### src/rtl/drive_sequencer.sv
// ---------------------------------------------------------------------------
// drive_sequencer
//
// Purpose:
//   Turns the pattern buffer's registered driver outputs into gate drive for
//   the pad drivers. Every pwm transition aborts whatever is running, blanks
//   both gate banks for dead_time cycles, then snapshots all data inputs and
//   applies the main drive for the new phase. After tweak_delay cycles the
//   eight tweak stages are played in order, stage_len cycles each, and the
//   block parks in HOLD with the main drive still applied.
//
//   Parameter constraints: dead_time >= 2 (lets the upstream pattern
//   buffer settle before the snapshot), stage_len >= 1, and cnt_width must
//   be wide enough for max(dead_time, 255, stage_len).
//
// Ports:
//   clk              in   system clock
//   rst_n            in   asynchronous active-low reset
//   pwm              in   PWM phase, 1 = high-driving phase
//   p_drive          in   P gate pattern, active-low
//   n_drive          in   N gate pattern, active-high
//   tweak_sense      in   per-bit tweak routing, 1 = P side, 0 = N side
//   tweak_delay      in   cycles from main-drive start to tweak stage 0
//   tweak_drive_0..7 in   per-stage tweak enables
//   p_gate           out  P gate output, active-low
//   n_gate           out  N gate output, active-high
//   tweak_p          out  P-side tweak enables, active-high
//   tweak_n          out  N-side tweak enables, active-high
//   stage            out  index of the current tweak stage
//   busy             out  high while in DEAD, DRIVE or TWEAK
// ---------------------------------------------------------------------------
module drive_sequencer #(
  parameter int buffer_width = 8,
  parameter int dead_time    = 2,
  parameter int stage_len    = 4,
  parameter int cnt_width    = 8
) (
  input  logic                    clk,
  input  logic                    rst_n,
  input  logic                    pwm,
  input  logic [buffer_width-1:0] p_drive,
  input  logic [buffer_width-1:0] n_drive,
  input  logic [buffer_width-1:0] tweak_sense,
  input  logic [buffer_width-1:0] tweak_delay,
  input  logic [buffer_width-1:0] tweak_drive_0,
  input  logic [buffer_width-1:0] tweak_drive_1,
  input  logic [buffer_width-1:0] tweak_drive_2,
  input  logic [buffer_width-1:0] tweak_drive_3,
  input  logic [buffer_width-1:0] tweak_drive_4,
  input  logic [buffer_width-1:0] tweak_drive_5,
  input  logic [buffer_width-1:0] tweak_drive_6,
  input  logic [buffer_width-1:0] tweak_drive_7,
  output logic [buffer_width-1:0] p_gate,
  output logic [buffer_width-1:0] n_gate,
  output logic [buffer_width-1:0] tweak_p,
  output logic [buffer_width-1:0] tweak_n,
  output logic [2:0]              stage,
  output logic                    busy
);

  typedef enum logic [2:0] {
    IDLE  = 3'd0,
    DEAD  = 3'd1,
    DRIVE = 3'd2,
    TWEAK = 3'd3,
    HOLD  = 3'd4
  } state_t;

  // Counter reload values; the counter expires when it reaches zero, so a
  // reload of N-1 gives a window of exactly N cycles.
  localparam logic [cnt_width-1:0] DEAD_RELOAD  = cnt_width'(dead_time - 1);
  localparam logic [cnt_width-1:0] STAGE_RELOAD = cnt_width'(stage_len - 1);

  localparam logic [2:0] LAST_STAGE = 3'd7;

  state_t                           state_q, state_d;
  logic                             pwm_prev_q, pwm_prev_d;
  logic                             phase_hi_q, phase_hi_d;
  logic [cnt_width-1:0]             cnt_q, cnt_d;
  logic [2:0]                       stage_q, stage_d;

  logic [buffer_width-1:0]          snap_p_q, snap_p_d;
  logic [buffer_width-1:0]          snap_n_q, snap_n_d;
  logic [buffer_width-1:0]          snap_sense_q, snap_sense_d;
  logic [7:0][buffer_width-1:0]     snap_tdrive_q, snap_tdrive_d;

  logic [buffer_width-1:0]          p_gate_q, p_gate_d;
  logic [buffer_width-1:0]          n_gate_q, n_gate_d;
  logic [buffer_width-1:0]          tweak_p_q, tweak_p_d;
  logic [buffer_width-1:0]          tweak_n_q, tweak_n_d;
  logic                             busy_q, busy_d;

  logic [7:0][buffer_width-1:0]     tdrive_in;
  logic [buffer_width-1:0]          tweak_sel;
  logic                             pwm_edge;

  assign tdrive_in = {tweak_drive_7, tweak_drive_6, tweak_drive_5, tweak_drive_4,
                      tweak_drive_3, tweak_drive_2, tweak_drive_1, tweak_drive_0};

  // Any level change versus the last sampled pwm is an edge. pwm_prev resets
  // to 0, so a high pwm at reset release starts a sequence on the first clock.
  assign pwm_edge = (pwm != pwm_prev_q);

  // Next-state and next-output logic. Outputs are computed for the state
  // being entered so that the registered outputs line up with the state.
  always_comb begin
    state_d       = state_q;
    pwm_prev_d    = pwm;
    phase_hi_d    = phase_hi_q;
    cnt_d         = cnt_q;
    stage_d       = stage_q;
    snap_p_d      = snap_p_q;
    snap_n_d      = snap_n_q;
    snap_sense_d  = snap_sense_q;
    snap_tdrive_d = snap_tdrive_q;
    p_gate_d      = p_gate_q;
    n_gate_d      = n_gate_q;
    tweak_p_d     = '0;
    tweak_n_d     = '0;
    busy_d        = 1'b0;
    tweak_sel     = '0;

    if (pwm_edge) begin
      // An edge aborts everything and blanks both banks immediately.
      state_d    = DEAD;
      cnt_d      = DEAD_RELOAD;
      stage_d    = 3'd0;
      phase_hi_d = pwm;
      p_gate_d   = '1;
      n_gate_d   = '0;
    end else begin
      unique case (state_q)
        IDLE: begin
          p_gate_d = '1;
          n_gate_d = '0;
        end

        DEAD: begin
          if (cnt_q == '0) begin
            // Dead time over: capture the pattern and apply the main drive
            // for this phase only, the other bank stays off.
            snap_p_d      = p_drive;
            snap_n_d      = n_drive;
            snap_sense_d  = tweak_sense;
            snap_tdrive_d = tdrive_in;
            stage_d       = 3'd0;
            if (phase_hi_q) begin
              p_gate_d = p_drive;
              n_gate_d = '0;
            end else begin
              p_gate_d = '1;
              n_gate_d = n_drive;
            end
            if (tweak_delay == '0) begin
              state_d = TWEAK;
              cnt_d   = STAGE_RELOAD;
            end else begin
              state_d = DRIVE;
              cnt_d   = cnt_width'(tweak_delay - 1'b1);
            end
          end else begin
            cnt_d = cnt_q - 1'b1;
          end
        end

        DRIVE: begin
          if (cnt_q == '0) begin
            state_d = TWEAK;
            stage_d = 3'd0;
            cnt_d   = STAGE_RELOAD;
          end else begin
            cnt_d = cnt_q - 1'b1;
          end
        end

        TWEAK: begin
          if (cnt_q == '0) begin
            if (stage_q == LAST_STAGE) begin
              state_d = HOLD;
            end else begin
              stage_d = stage_q + 3'd1;
              cnt_d   = STAGE_RELOAD;
            end
          end else begin
            cnt_d = cnt_q - 1'b1;
          end
        end

        HOLD: begin
        end

        default: begin
          state_d  = IDLE;
          stage_d  = 3'd0;
          p_gate_d = '1;
          n_gate_d = '0;
        end
      endcase
    end

    busy_d = (state_d == DEAD) || (state_d == DRIVE) || (state_d == TWEAK);

    // Tweaks only ever go to the bank that is currently driving, so P and N
    // tweaks can never be active together.
    if (state_d == TWEAK) begin
      tweak_sel = snap_tdrive_d[stage_d];
      if (phase_hi_d) begin
        tweak_p_d = tweak_sel & snap_sense_d;
      end else begin
        tweak_n_d = tweak_sel & ~snap_sense_d;
      end
    end
  end

  // All state, snapshot and output registers.
  always_ff @(posedge clk or negedge rst_n) begin
    if (!rst_n) begin
      state_q       <= IDLE;
      pwm_prev_q    <= 1'b0;
      phase_hi_q    <= 1'b0;
      cnt_q         <= '0;
      stage_q       <= 3'd0;
      snap_p_q      <= '0;
      snap_n_q      <= '0;
      snap_sense_q  <= '0;
      snap_tdrive_q <= '0;
      p_gate_q      <= '1;
      n_gate_q      <= '0;
      tweak_p_q     <= '0;
      tweak_n_q     <= '0;
      busy_q        <= 1'b0;
    end else begin
      state_q       <= state_d;
      pwm_prev_q    <= pwm_prev_d;
      phase_hi_q    <= phase_hi_d;
      cnt_q         <= cnt_d;
      stage_q       <= stage_d;
      snap_p_q      <= snap_p_d;
      snap_n_q      <= snap_n_d;
      snap_sense_q  <= snap_sense_d;
      snap_tdrive_q <= snap_tdrive_d;
      p_gate_q      <= p_gate_d;
      n_gate_q      <= n_gate_d;
      tweak_p_q     <= tweak_p_d;
      tweak_n_q     <= tweak_n_d;
      busy_q        <= busy_d;
    end
  end

  assign p_gate  = p_gate_q;
  assign n_gate  = n_gate_q;
  assign tweak_p = tweak_p_q;
  assign tweak_n = tweak_n_q;
  assign stage   = stage_q;
  assign busy    = busy_q;

endmodule

### config.mk
export PLATFORM = sky130hd
export DESIGN_NAME = drive_sequencer
export DESIGN_NICKNAME = d
export VERILOG_FILES = /design/src/rtl/drive_sequencer.sv
export SDC_FILE = /design/constraint.sdc
export NUM_CORES = 1
export LEC_CHECK = 0
export ABC_AREA = 1
export CAP_MARGIN = 20
export CORE_MARGIN = 2
export CORE_UTILIZATION = 40
export DETAILED_ROUTE_END_ITERATION = 10
export PLACE_DENSITY = 0.65
export SETUP_SLACK_MARGIN = 0.2
export SYNTH_ARGS = -nofsm -noshare
export SYNTH_HDL_FRONTEND = slang
export SYNTH_SLANG_ARGS = --single-unit
### constraint.sdc
create_clock -name clk -period 5.2 [get_ports clk]
set_clock_uncertainty 0.05 [all_clocks]
set_input_delay 0.52 -clock clk [delete_from_list [all_inputs] [get_ports clk]]
set_output_delay 0.52 -clock clk [all_outputs]
set_load 0.05 [all_outputs]
# == Word-level counts from Yosys, hierarchy flattened ==
# Cells that the tools add are included.
# word_totals
regBits,121
latchBits,0
ramBits,0
rom_bits,0
output_inout_bits,36
n_memories,0
# classes
add_sub_neg,3
multipliers,0
div,0
magnitude_cmp,1
n_eq_ne,12
n_shift,0
muxes,40
bitwise,3
reduce_logical,11
# ops
op,n
$mux 64,3
$mux 8,20
$pmux 8 s2,2
$mux 3,9
$bmux 8 s3,1
$pmux 8 s3,1
$and 8x8->8,2
$logic_not 8->1,2
$sub 8x1->8 const B,2
$eq 3x2->1 const B,4
$pmux 3 s4,1
$pmux 3 s3,1
$not 8->8,1
$eq 3x1->1 const B,2
$eq 3x3->1 const B,2
$lt 3x4->1 const B,1
$ne 4x4->1 const B,1
$reduce_and 2->1,2
$reduce_bool 4->1,1
$reduce_or 2->1,2
$add 3x1->3 const B,1
$logic_not 3->1,1
$ne 3x3->1 const B,1
$reduce_or 3->1,1
other kinds (4),6

# == Logic depth before layout (Yosys ltp) ==
# Gate-level depths: netlist (run 1).
# depth
word_depth,10
ltp_mapped,16
mapped_depth_nobuf,15

# == Least setup slack after synthesis (run 1) ==
# Ideal clock, no wire load.
# synth_timing
kind,flip-flop to flip-flop
start,reg stage_q[0] (netlist: stage[0])
end,reg tweak_n_q[0] (netlist: tweak_n[0])
setup_ns,0.115
arrival_time_ns,2.064
t_required_ns,5.035
setup_slack_ns,2.972
path_stages_with_launch,14
path_buffers,1
period_less_slack_ns,2.228
path_cell_list,dfrtp_1 > ha_1 > nand2_1 > o21ai_0 > nand2_1 > o21ai_1 > nand2_1 > a21oi_4 > buf_6 > nand3_1 > nand2_1 > nand2_1 > nand2_1 > nor2_1
# synth_between
elab_chain_len,10
# synth_rtl
element,line,rtl
"start, declared",80,"logic [2:0] stage_q, stage_d;"
"start signal, assigned",237,stage_q <= stage_d;
$add 3x1->3 / $eq 3x3->1 (equally long branches),"181, 178",
$mux 3 *,178,if (stage_q == LAST_STAGE) begin
$mux 3 *,177,if (cnt_q == '0) begin
$pmux 3 s3 *,132,unique case (state_q)
$mux 3 *,123,if (pwm_edge) begin
named net stage_d[1],80,
$bmux 8 s3 *,206,tweak_sel = snap_tdrive_d[stage_d];
$mux 8 (implied by the code) *,206,
$and 8x8->8 *,210,tweak_n_d = tweak_sel & ~snap_sense_d;
$mux 8 *,207,if (phase_hi_d) begin
$mux 8 *,205,if (state_d == TWEAK) begin
named net tweak_n_d[0],90,"logic [buffer_width-1:0] tweak_n_q, tweak_n_d;"
"end signal, assigned",245,tweak_n_q <= tweak_n_d;
"end, declared",90,
# Mark *: on every way through the listed nets, which the timed path passes. The rest lies on a longest branch. The select of a mux whose other input is x is not followed.
# A chain may end at the register's enable or synchronous reset.

# == Worst setup path in the final report (run 1) ==
# layout_timing
start,reg cnt_q[0]
end,reg tweak_n_q[4] (netlist: tweak_n[4])
# layout_between
elab_chain_len,9
# layout_rtl
element,line,rtl
"start, declared",79,"logic [cnt_width-1:0] cnt_q, cnt_d;"
"start signal, assigned",236,cnt_q <= cnt_d;
$logic_not 8->1 *,"139, 167, 177",
"$mux 3, or another cell as far along",177,
$pmux 3 s3 / $mux 64 (equally long branches),132,
$mux 3 / $mux 64 (equally long branches),123,
$bmux 8 s3,206,
$mux 8 (implied by the code),206,
$and 8x8->8,210,
$mux 8,207,
$mux 8 *,205,
named net tweak_n_d[4],90,
# Marked as above.

==> results of run 1 <==
-- stage by stage --
| step | total power (W) | std cells | utilization (%) |
|---|---|---|---|
| 5_1_grt | 0.004459 | 1079 | 55.06 |
| 2_1_floorplan | 0.002511 | 761 | - |
| 4_1_cts | 0.004188 | 1078 | 54.87 |
| 3_3_place_gp | 0.002945 | 1047 | 50.70 |
| 3_5_place_dp | 0.002970 | 1047 | 50.70 |
| 6_report | 0.004158 | 1079 | 55.06 |
-- cell usage in the layout (no fill, tap or decap), drive strengths merged, types with 8 or more instances in the layout --
master           n
nand2          262
dfstp            8
clkbuf          24
xor2            11
o21ai           27
a21oi           22
nand3          130
dfrtp          113
nor2            61
clkdlybuf4s50  133
inv             65
-- sequential cells by signal, indices dropped and copies added, names as in the netlist --
signal         count
tweak_n            8
state_q            3
n_gate             8
p_gate             8
pwm_prev_q         1
snap_tdrive_q     64
busy               1
cnt_q              8
snap_sense_q       8
phase_hi_q         1
tweak_p            8
stage              3
-- where the power goes --
part           switching [W]  internal (W)
clock               0.000401      0.000799
sequential          0.000108       0.00128
combinational        0.00106      0.000515
total                0.00157       0.00259
-- worst max-delay path: stages, from the launching register on --
cell and delay [ps]:
dfrtp_1 350, inv_1 140, ha_1 220, nand2_1 100, nor2_4 410, nand3_2 150
a21oi_4 720, nand2_2 580, nand2_1 180, nand3_1 120, nand2_1 100, nand2_1 50
nand2_1 90, nor2_1 50
-- cells by family (layout without fill, tap and decap cells) --
logic type	Yosys count	after routing	share of synthesized area, %
simple gates	461	461	32.86
flops	121	121	50.99
buf+inv	101	235	7.350
xor+xnor	11	11	1.617
fa+ha+maj	5	5	1.050
compound gates	62	62	6.132
-- layout make-up --
type	count	area [sq um]
multi-input cells	539	2487
inverters	65	244.0
fillers	1367	6531
flip-flops and latches	121	3038
clock buffers	24	491.7
clock inverters	7	115.1
repair buffers	139	1396
well taps	184	230.2
-- worst paths after layout --
check | endpoint | slack, ps | cells past startpoint
max | tweak_n[4] | 1750 | 13
min | cnt_q[2] | 40 | 1
max reg2reg | tweak_n[4] | 1750 | 13
min reg2reg | snap_tdrive_q[41] | 420 | 2
max in group asynchronous | tweak_p[2] | 4120 | 3
min in group clk | snap_tdrive_q[41] | 420 | 2
-- layer usage --
layer	GRT usage [%]	routed length, um	part of all wire, %	vias to the layer above
li1	-	-	-	2684
met1	27.54	6935	44	2463
met2	33.46	7589	49	151
met3	5.820	772	4.9	21
met4	6.335	310	2.0	0
met5	0	0	0	-
==> flow_metrics.env, run 1 <==
export IMPL_outcome="finished clean"
export IMPL_setup_viol=0
export IMPL_clk_latency_ps=420
export IMPL_worstHoldPathType="primary input to asynchronous set/reset pin"
export IMPL_leakagePower_nw=3.852
export IMPL_clk_pin_slew_worst_paths_ps=50
export IMPL_synth_seq_area_share_pct=50.99
export IMPL_finalCritPeriodShare_pct=66.26
export IMPL_syn_cell_area_sq_um=5958
export IMPL_drv_cap=0
export IMPL_crit_start="cnt_q[0]"
export IMPL_post_route_min_period_ps=3445
export IMPL_die_h_um=126.0
export IMPL_arrival_ps=3700
export IMPL_syn_nets=865
export IMPL_cts_hold_buf=0
export IMPL_fin_ws_ps=1755
export IMPL_fin_area_sq_um=8003
export IMPL_yosys_register_bits=121
export IMPL_synth_top_area_share_pct=47.46
export IMPL_route_detailed_drc=0
export IMPL_grt_ovfl_total=0
export IMPL_grt_antenna_before_repair=0
export IMPL_vias=5319
export IMPL_peakVddDrop_v=0.0002572
export IMPL_r2r_start="cnt_q[0]"
export IMPL_antennaDiodeCount=0
export IMPL_hold_viol=0
export IMPL_cts_buffers=17
export IMPL_grt_pass1_vias=5194
export IMPL_worstSetupStartpointType="flop"
export IMPL_die_w_um=126.0
export IMPL_post_cts_setup_buffer_count=0
export IMPL_cts_tree="yes"
export IMPL_slew_headroom_pct=39.27
export IMPL_clock_fmax_ghz=0.2902
export IMPL_drive_above_1_share_pct=6.927
export IMPL_path_class="flop to flop"
export IMPL_dieArea_sq_um=15890
export IMPL_cp_max_fo=33
export IMPL_yosys_warnings=0
export IMPL_htree_levels=4
export IMPL_antenna_left=0
export IMPL_yosysMostFrequentCell="nand2_1"
export IMPL_io_pins=135
export IMPL_synth_area_leader_cell="dfrtp_1"
export IMPL_cp_required_ps=5460
export IMPL_wl_per_cell_um=14.46
export IMPL_synth_edf_count=0
export IMPL_p_per_area_nw_per_um2=519.6
export IMPL_netlist_top_cells_count="nand2_1, nand3_1, dfrtp_1"
export IMPL_syn_avg_cell_area_sq_um=7.829
export IMPL_first_pass_iters=5
export IMPL_cp_end_kind="flop"
export IMPL_fin_nets=987
export IMPL_tightestPinTransition_ps=908.5
export IMPL_ctsLongestPathBuffers=2
export IMPL_drv_slew=0
export IMPL_routabilityCongestion=0.9036
export IMPL_synthTopCellsByArea="dfrtp_1, nand2_1, nand3_1"
export IMPL_synth_ff_type="dfrtp_1"
export IMPL_wl_mm=15.61
export IMPL_core_region_area_sq_um=14530
export IMPL_hpwl_mm=11.06
export IMPL_rsz0062_at_grt="no"
export IMPL_fin_hold_ws_ps=43.90
export IMPL_synthToLayoutAreaGrowth_pct=34.31
export IMPL_post_dp_cell_area_sq_um=7368
export IMPL_pre_cts_ws_ps=1628
export IMPL_cts_resized=0
export IMPL_grt_pass1_wl_mm=26.08
export IMPL_synth_cell_types=32
export IMPL_num_rows=44
export IMPL_drt_iter0_drc=389
export IMPL_portBuffers=134
export IMPL_initial_core_util_pct=41.00
export IMPL_grt_max_degree=80
export IMPL_synthArstFlopShare_pct=100.0
export IMPL_avgViaCountPerCell=4.930
export IMPL_synthCells=761
export IMPL_tns_ps=0
export IMPL_grtUsageTotal_pct=20.82
export IMPL_clock_sinks=121
export IMPL_clock_tree_root_cell="clkbuf_16"
No activity file was read; power rests on OpenSTA's default activity.
==> inputs of run 2 (changes only) <==
Clock period 5.2 ns to 3.47 ns, I/O delays scaled along.
==> run 2 against run 1 <==
Register-to-register slack got worse by 1100 ps. Largest power group unchanged. First-iteration DRC count rose by 1.5%. Routed wire length rose by 3.7%. Combinational power rose by 49%. Hold slack improved by 340 ps. Fmax rose by 21%.
==> flow_metrics.env, run 2 (synthesis results as in run 1) <==
export IMPL_outcome="finished clean"
export IMPL_report_power_total_w=0.006168
export IMPL_drt_met1_wl_mm=7.279
export IMPL_tightestPinTransition_ps=887.4
export IMPL_wl_mm=16.18
export IMPL_route_detailed_drc=0
export IMPL_drt_iter0_drc=395
export IMPL_post_dp_cell_area_sq_um=7413
export IMPL_path_class="flop to flop"
export IMPL_avgViaCountPerCell=4.926
export IMPL_final_common_cell="nand2_1"
export IMPL_reg2reg_depth=10
export IMPL_clock_sinks=121
export IMPL_clock_fmax_ghz=0.3516
export IMPL_peakVddDrop_v=0.0003928
export IMPL_cp_required_ps=3730
export IMPL_clk_latency_ps=420
export IMPL_grt_ovfl_total=0
export IMPL_cts_buffers=17
export IMPL_post_route_min_period_ps=2844
export IMPL_min_from="pwm"
export IMPL_crit_chain="inv_1 > ha_1 > nand2_1 > nor2_4 > nand3_1 > buf_4 > o21ai_0 > inv_1 > nand2_1 > nor2_1"
export IMPL_antennaDiodeCount=0
export IMPL_min_to="pwm_prev_q"
export IMPL_tns_ps=0
export IMPL_clk_pin_slew_worst_paths_ps=50
export IMPL_fin_area_sq_um=8015
export IMPL_post_cts_setup_buffer_count=0
export IMPL_vias=5350
export IMPL_arrival_ps=3100
export IMPL_critPathSlowestCell="nand3_1"
export IMPL_layout_common_cells="nand2_1, clkdlybuf4s50_1, nand3_1"
export IMPL_clock_tree_root_cell="clkbuf_16"
export IMPL_leakagePower_nw=3.857
export IMPL_critPathTopFamily="simple AND/OR/NAND/NOR gates"
export IMPL_grtUsageTotal_pct=21.23
export IMPL_cp_max_fo=22
export IMPL_cp_end_kind="flop"
export IMPL_fin_nets=993
export IMPL_first_pass_iters=5
export IMPL_routed_wl_met2_mm=7.630
export IMPL_wl_per_cell_um=14.90
export IMPL_r2r_start="cnt_q[0]"
export IMPL_die_w_um=126.0
export IMPL_largest_register_ffs=64
export IMPL_p_per_area_nw_per_um2=769.5
export IMPL_cp_slowest_stage_delay_ps=580
export IMPL_grt_max_degree=62
export IMPL_hold_viol=0
export IMPL_hpwl_mm=11.25
export IMPL_drive_above_1_share_pct=7.761
export IMPL_worst_r2r_setup_slack_ps=630
export IMPL_antenna_left=0
export IMPL_grt_pass1_vias=5291
export IMPL_slew_headroom_pct=40.84
export IMPL_die_h_um=126.0
export IMPL_drv_cap=0
export IMPL_portBuffers=134
export IMPL_regMostFlops="snap_tdrive_q"
export IMPL_core_region_area_sq_um=14530
export IMPL_crit_buf_inv=3
export IMPL_worstHoldPathType="primary input to flop"
export IMPL_htree_levels=4
export IMPL_initial_core_util_pct=41.00
export IMPL_cts_tree="yes"
export IMPL_grt_antenna_before_repair=0
export IMPL_num_rows=44
export IMPL_highest_layer="met4"
export IMPL_dieArea_sq_um=15890
export IMPL_routabilityCongestion=0.8583
export IMPL_worstSetupStartpointType="flop"
export IMPL_rsz0062_at_grt="no"
export IMPL_drv_slew=0
export IMPL_whs_path_depth=1
export IMPL_reg2reg_to="tweak_p[2]"
export IMPL_finalCritPeriodShare_pct=81.96
export IMPL_io_pins=135
export IMPL_grt_pass1_wl_mm=26.67
export IMPL_ctsLongestPathBuffers=2
export IMPL_synthToLayoutAreaGrowth_pct=34.52
export IMPL_setup_viol=0
export IMPL_wl_met3_um=978
-- run 2: cell count changes in the layout (fill, tap and decap cells not counted), sizes merged --
cell | before | now
clkinv | 2 | 4
clkbuf | 24 | 21
buf | 6 | 11
clkinvlp | 2 | 5
dlygate4sd3 | 0 | 1
bufinv | 3 | 2
-- run 2: repair_timing --
action / CTS / global route
gates resized for setup: 0 / 0
hold buffers: 1 / 0
hold endpoints to repair: 22 / 0
-- run 2: worst reg2reg max path: cells and delay by family, from the launching register on --
family,cells,cell delay [ps]
simple gates,5,1260
buf+inv,3,630
flops,1,350
compound gates,1,260
fa+ha+maj,1,210
-- run 2: report_power, final --
group	switching [W]	internal, W
clock network	0.000643	0.00111
logic	0.00156	0.000779
registers	0.000164	0.00191
-- run 2: area by class of cell --
| cell class | instances | area (sq um) |
|---|---|---|
| Timing Repair Buffer | 145 | 1424 |
| Fill cell | 1412 | 6519 |
| Clock inverter | 11 | 121.4 |
| Tap cell | 184 | 230.2 |
| Multi-Input combinational cell | 539 | 2487 |
| Clock buffer | 21 | 470.5 |
| Inverter | 65 | 244.0 |
| Sequential cell | 121 | 3038 |
-- run 2: how the worst max path moves through the flow --
stage	slack [ps]	depth (start not counted)	start	end
2_1_floorplan	1240	13	stage[0]	tweak_n[0]
3_3_place_gp	740	14	pwm	tweak_n[2]
3_5_place_dp	660	11	cnt_q[0]	tweak_n[6]
4_1_cts	630	11	cnt_q[0]	tweak_n[6]
5_1_grt	320	11	cnt_q[0]	tweak_n[6]
6_report	630	10	cnt_q[0]	tweak_p[2]
-- run 2: layer usage --
metal	GRT usage [%]	vias up
li1	-	2687
met1	28.56	2473
met2	33.97	168
met4	7.563	0
met5	0	-
met3	4.673	22
-- run 2: through the flow --
stage / hold WS, ps / setup slack [ps] / utilization [%] / instances
floorplan: 1.409 / 1242 / - / 761
CTS: 368.8 / 627.7 / 55.15 / 1086
finish: 387.4 / 626.1 / 55.15 / 1086
global placement: 402.4 / 743.5 / 51.01 / 1053
detailed placement: 406.8 / 657.3 / 51.01 / 1053
global route: 386.5 / 319.5 / 55.15 / 1086
==> inputs of run 3 (changes only) <==
Clock period 3.47 ns to 2.8 ns, I/O delays scaled along.
==> run 3 against run 2 <==
Routed wire length shrank 0.42%. Via count increased by 0.21%. Fmax grew 17%. Cell area is 1.5% higher. Critical endpoint is now tweak_n[5]. Setup slack worse by 260 ps. Power is 26% higher. Combinational power rose by 28%. Register-to-register slack worse by 260 ps. Die area unchanged. Clock power grew 26%.
==> flow_metrics.env, run 3 (synthesis results as in run 1) <==
export IMPL_outcome="finished clean"
export IMPL_combPwrFrac_pct=38.4
export IMPL_arrival_ps=2680
export IMPL_cp_max_fo=17
export IMPL_drv_slew=0
export IMPL_die_w_um=126.0
export IMPL_clk_pin_slew_worst_paths_ps=50
export IMPL_power_switching_w=0.002905
export IMPL_final_core_util_pct=55.97
export IMPL_num_rows=44
export IMPL_hold_viol=0
export IMPL_regMostFlops="snap_tdrive_q"
export IMPL_min_to="pwm_prev_q"
export IMPL_grt_pass1_wl_mm=26.28
export IMPL_wl_per_cell_um=14.78
export IMPL_grt_max_degree=122
export IMPL_drive_above_1_share_pct=8.057
export IMPL_clock_fmax_ghz=0.4112
export IMPL_min_from="pwm"
export IMPL_fin_area_sq_um=8134
export IMPL_portBuffers=134
export IMPL_synthToLayoutAreaGrowth_pct=36.52
export IMPL_final_common_cell="nand2_1"
export IMPL_post_route_min_period_ps=2432
export IMPL_avgViaCountPerCell=4.918
export IMPL_whs_path_depth=1
export IMPL_core_region_area_sq_um=14530
export IMPL_placedCellCount=1055
export IMPL_worstSetupStartpointType="flop"
export IMPL_io_pins=135
export IMPL_clockPowerShare_pct=28.4
export IMPL_grt_ovfl_total=0
export IMPL_clk_latency_ps=410
export IMPL_drt_iter0_drc=457
export IMPL_cts_tree="yes"
export IMPL_drv_cap=0
export IMPL_p_seq_share_pct=33.1
export IMPL_first_pass_iters=4
export IMPL_fin_nets=998
export IMPL_finalCritPeriodShare_pct=86.85
export IMPL_dieArea_sq_um=15890
export IMPL_internal_power_w=0.004867
export IMPL_ctsLongestPathBuffers=2
export IMPL_worstHoldPathType="primary input to flop"
export IMPL_setup_viol=0
export IMPL_routabilityCongestion=0.8589
export IMPL_worst_r2r_setup_slack_ps=370
export IMPL_initial_core_util_pct=41.00
export IMPL_reg2reg_to="tweak_n[5]"
export IMPL_grt_pass1_vias=5192
export IMPL_stdcell_count=1090
export IMPL_post_dp_cell_area_sq_um=7491
export IMPL_layout_common_cells="nand2_1, clkdlybuf4s50_1, nand3_1"
export IMPL_tightestPinTransition_ps=694.7
export IMPL_cts_buffers=17
export IMPL_nFillCells=1345
export IMPL_r2r_start="cnt_q[0]"
export IMPL_vias=5361
export IMPL_leakagePower_nw=3.936
export IMPL_grt_antenna_before_repair=0
export IMPL_reg2reg_depth=15
export IMPL_route_detailed_drc=0
export IMPL_cp_end_kind="flop"
export IMPL_cp_required_ps=3050
export IMPL_grtUsageTotal_pct=20.85
export IMPL_slew_headroom_pct=53.69
export IMPL_wl_mm=16.11
export IMPL_path_class="flop to flop"
export IMPL_peakVddDrop_v=0.0004936
export IMPL_htree_levels=4
export IMPL_antenna_left=0
export IMPL_rsz0062_at_grt="no"
export IMPL_die_h_um=126.0
export IMPL_antennaDiodeCount=0
export IMPL_p_per_area_nw_per_um2=955.6
export IMPL_clock_sinks=121
export IMPL_hpwl_mm=10.89
export IMPL_tns_ps=0
export IMPL_largest_register_ffs=64
export IMPL_clock_tree_root_cell="clkbuf_16"
export IMPL_switching_share_pct=37.38
-- run 3: cell types whose count changed in the layout (fill, tap and decap cells not counted), sizes merged --
| cell | previous run | this run |
|---|---|---|
| clkinvlp | 5 | 0 |
| clkbuf | 21 | 23 |
| bufinv | 2 | 3 |
| buf | 11 | 16 |
| clkinv | 4 | 5 |
-- run 3: area by class of cell --
| type | instances | area, sq um | share of cell area [%] |
|---|---|---|---|
| well taps | 184 | 230.2 | 2.830 |
| inverters | 65 | 244.0 | 3.000 |
| repair buffers | 150 | 1528 | 18.78 |
| multi-input cells | 539 | 2497 | 30.70 |
| clock buffers | 23 | 478.0 | 5.876 |
| clock inverters | 8 | 118.9 | 1.461 |
| flip-flops and latches | 121 | 3038 | 37.35 |
-- run 3: worst max path at each step --
stage                         from          to  slack [ps]  depth (start not counted)
after detailed placement       pwm  tweak_n[0]         210                         14
after global routing      cnt_q[0]  tweak_n[0]         200                         15
after CTS                 cnt_q[0]  tweak_n[0]         260                         15
after floorplan           stage[0]  tweak_n[0]         570                         13
after global placement         pwm  tweak_n[0]         240                         14
final                     cnt_q[0]  tweak_n[5]         370                         15
-- run 3: stage by stage --
step	power [W]	hold WS [ps]	setup slack, ps
4_1_cts	0.007795	327.6	263.7
2_1_floorplan	0.004663	-65.59	571.7
5_1_grt	0.008312	318.9	199.0
3_3_place_gp	0.005500	377.3	237.5
3_5_place_dp	0.005557	381.9	206.4
6_report	0.007773	338.3	368.3
-- run 3: worst max-delay path: stages (launching register included) --
cell and delay (ps):
dfrtp_1 350, inv_1 150, ha_1 210, nand2_1 90
nor2_4 210, buf_4 200, nand2_1 50, o21ai_1 70
nand2_1 120, a21oi_4 160, buf_6 210, nand3_1 140
nand2_1 90, nand2_1 50, nand2_1 130, nor2_1 50
-- run 3: repair_timing --
item / CTS / global route
resized for setup: 0 / 3
hold endpoints to repair: 113 / 0
endpoints found under the setup margin: 0 / 16
hold buffers: 1 / 0
buffers inserted: 0 / 3
-- run 3: power groups by stage --
| stage | sequential [W] | combinational [W] | clock [W] |
|---|---|---|---|
| 6_report | 0.00258 | 0.00299 | 0.00221 |
| 2_1_floorplan | 0.00294 | 0.00172 | 0 |
| 3_3_place_gp | 0.00258 | 0.00292 | 0 |
| 4_1_cts | 0.00258 | 0.00298 | 0.00224 |
| 5_1_grt | 0.00263 | 0.00334 | 0.00234 |
| 3_5_place_dp | 0.00260 | 0.00296 | 0 |
-- run 3: routing by layer --
metal / up-vias / routed length [um] / global-route usage [%] / part of all wire (%)
li1: 2706 / - / - / -
met1: 2471 / 7256 / 27.97 / 45
met2: 171 / 7766 / 33.93 / 48
met3: 13 / 926 / 5.650 / 5.7
met4: 0 / 159 / 4.783 / 0.99
met5: - / 0 / 0 / 0
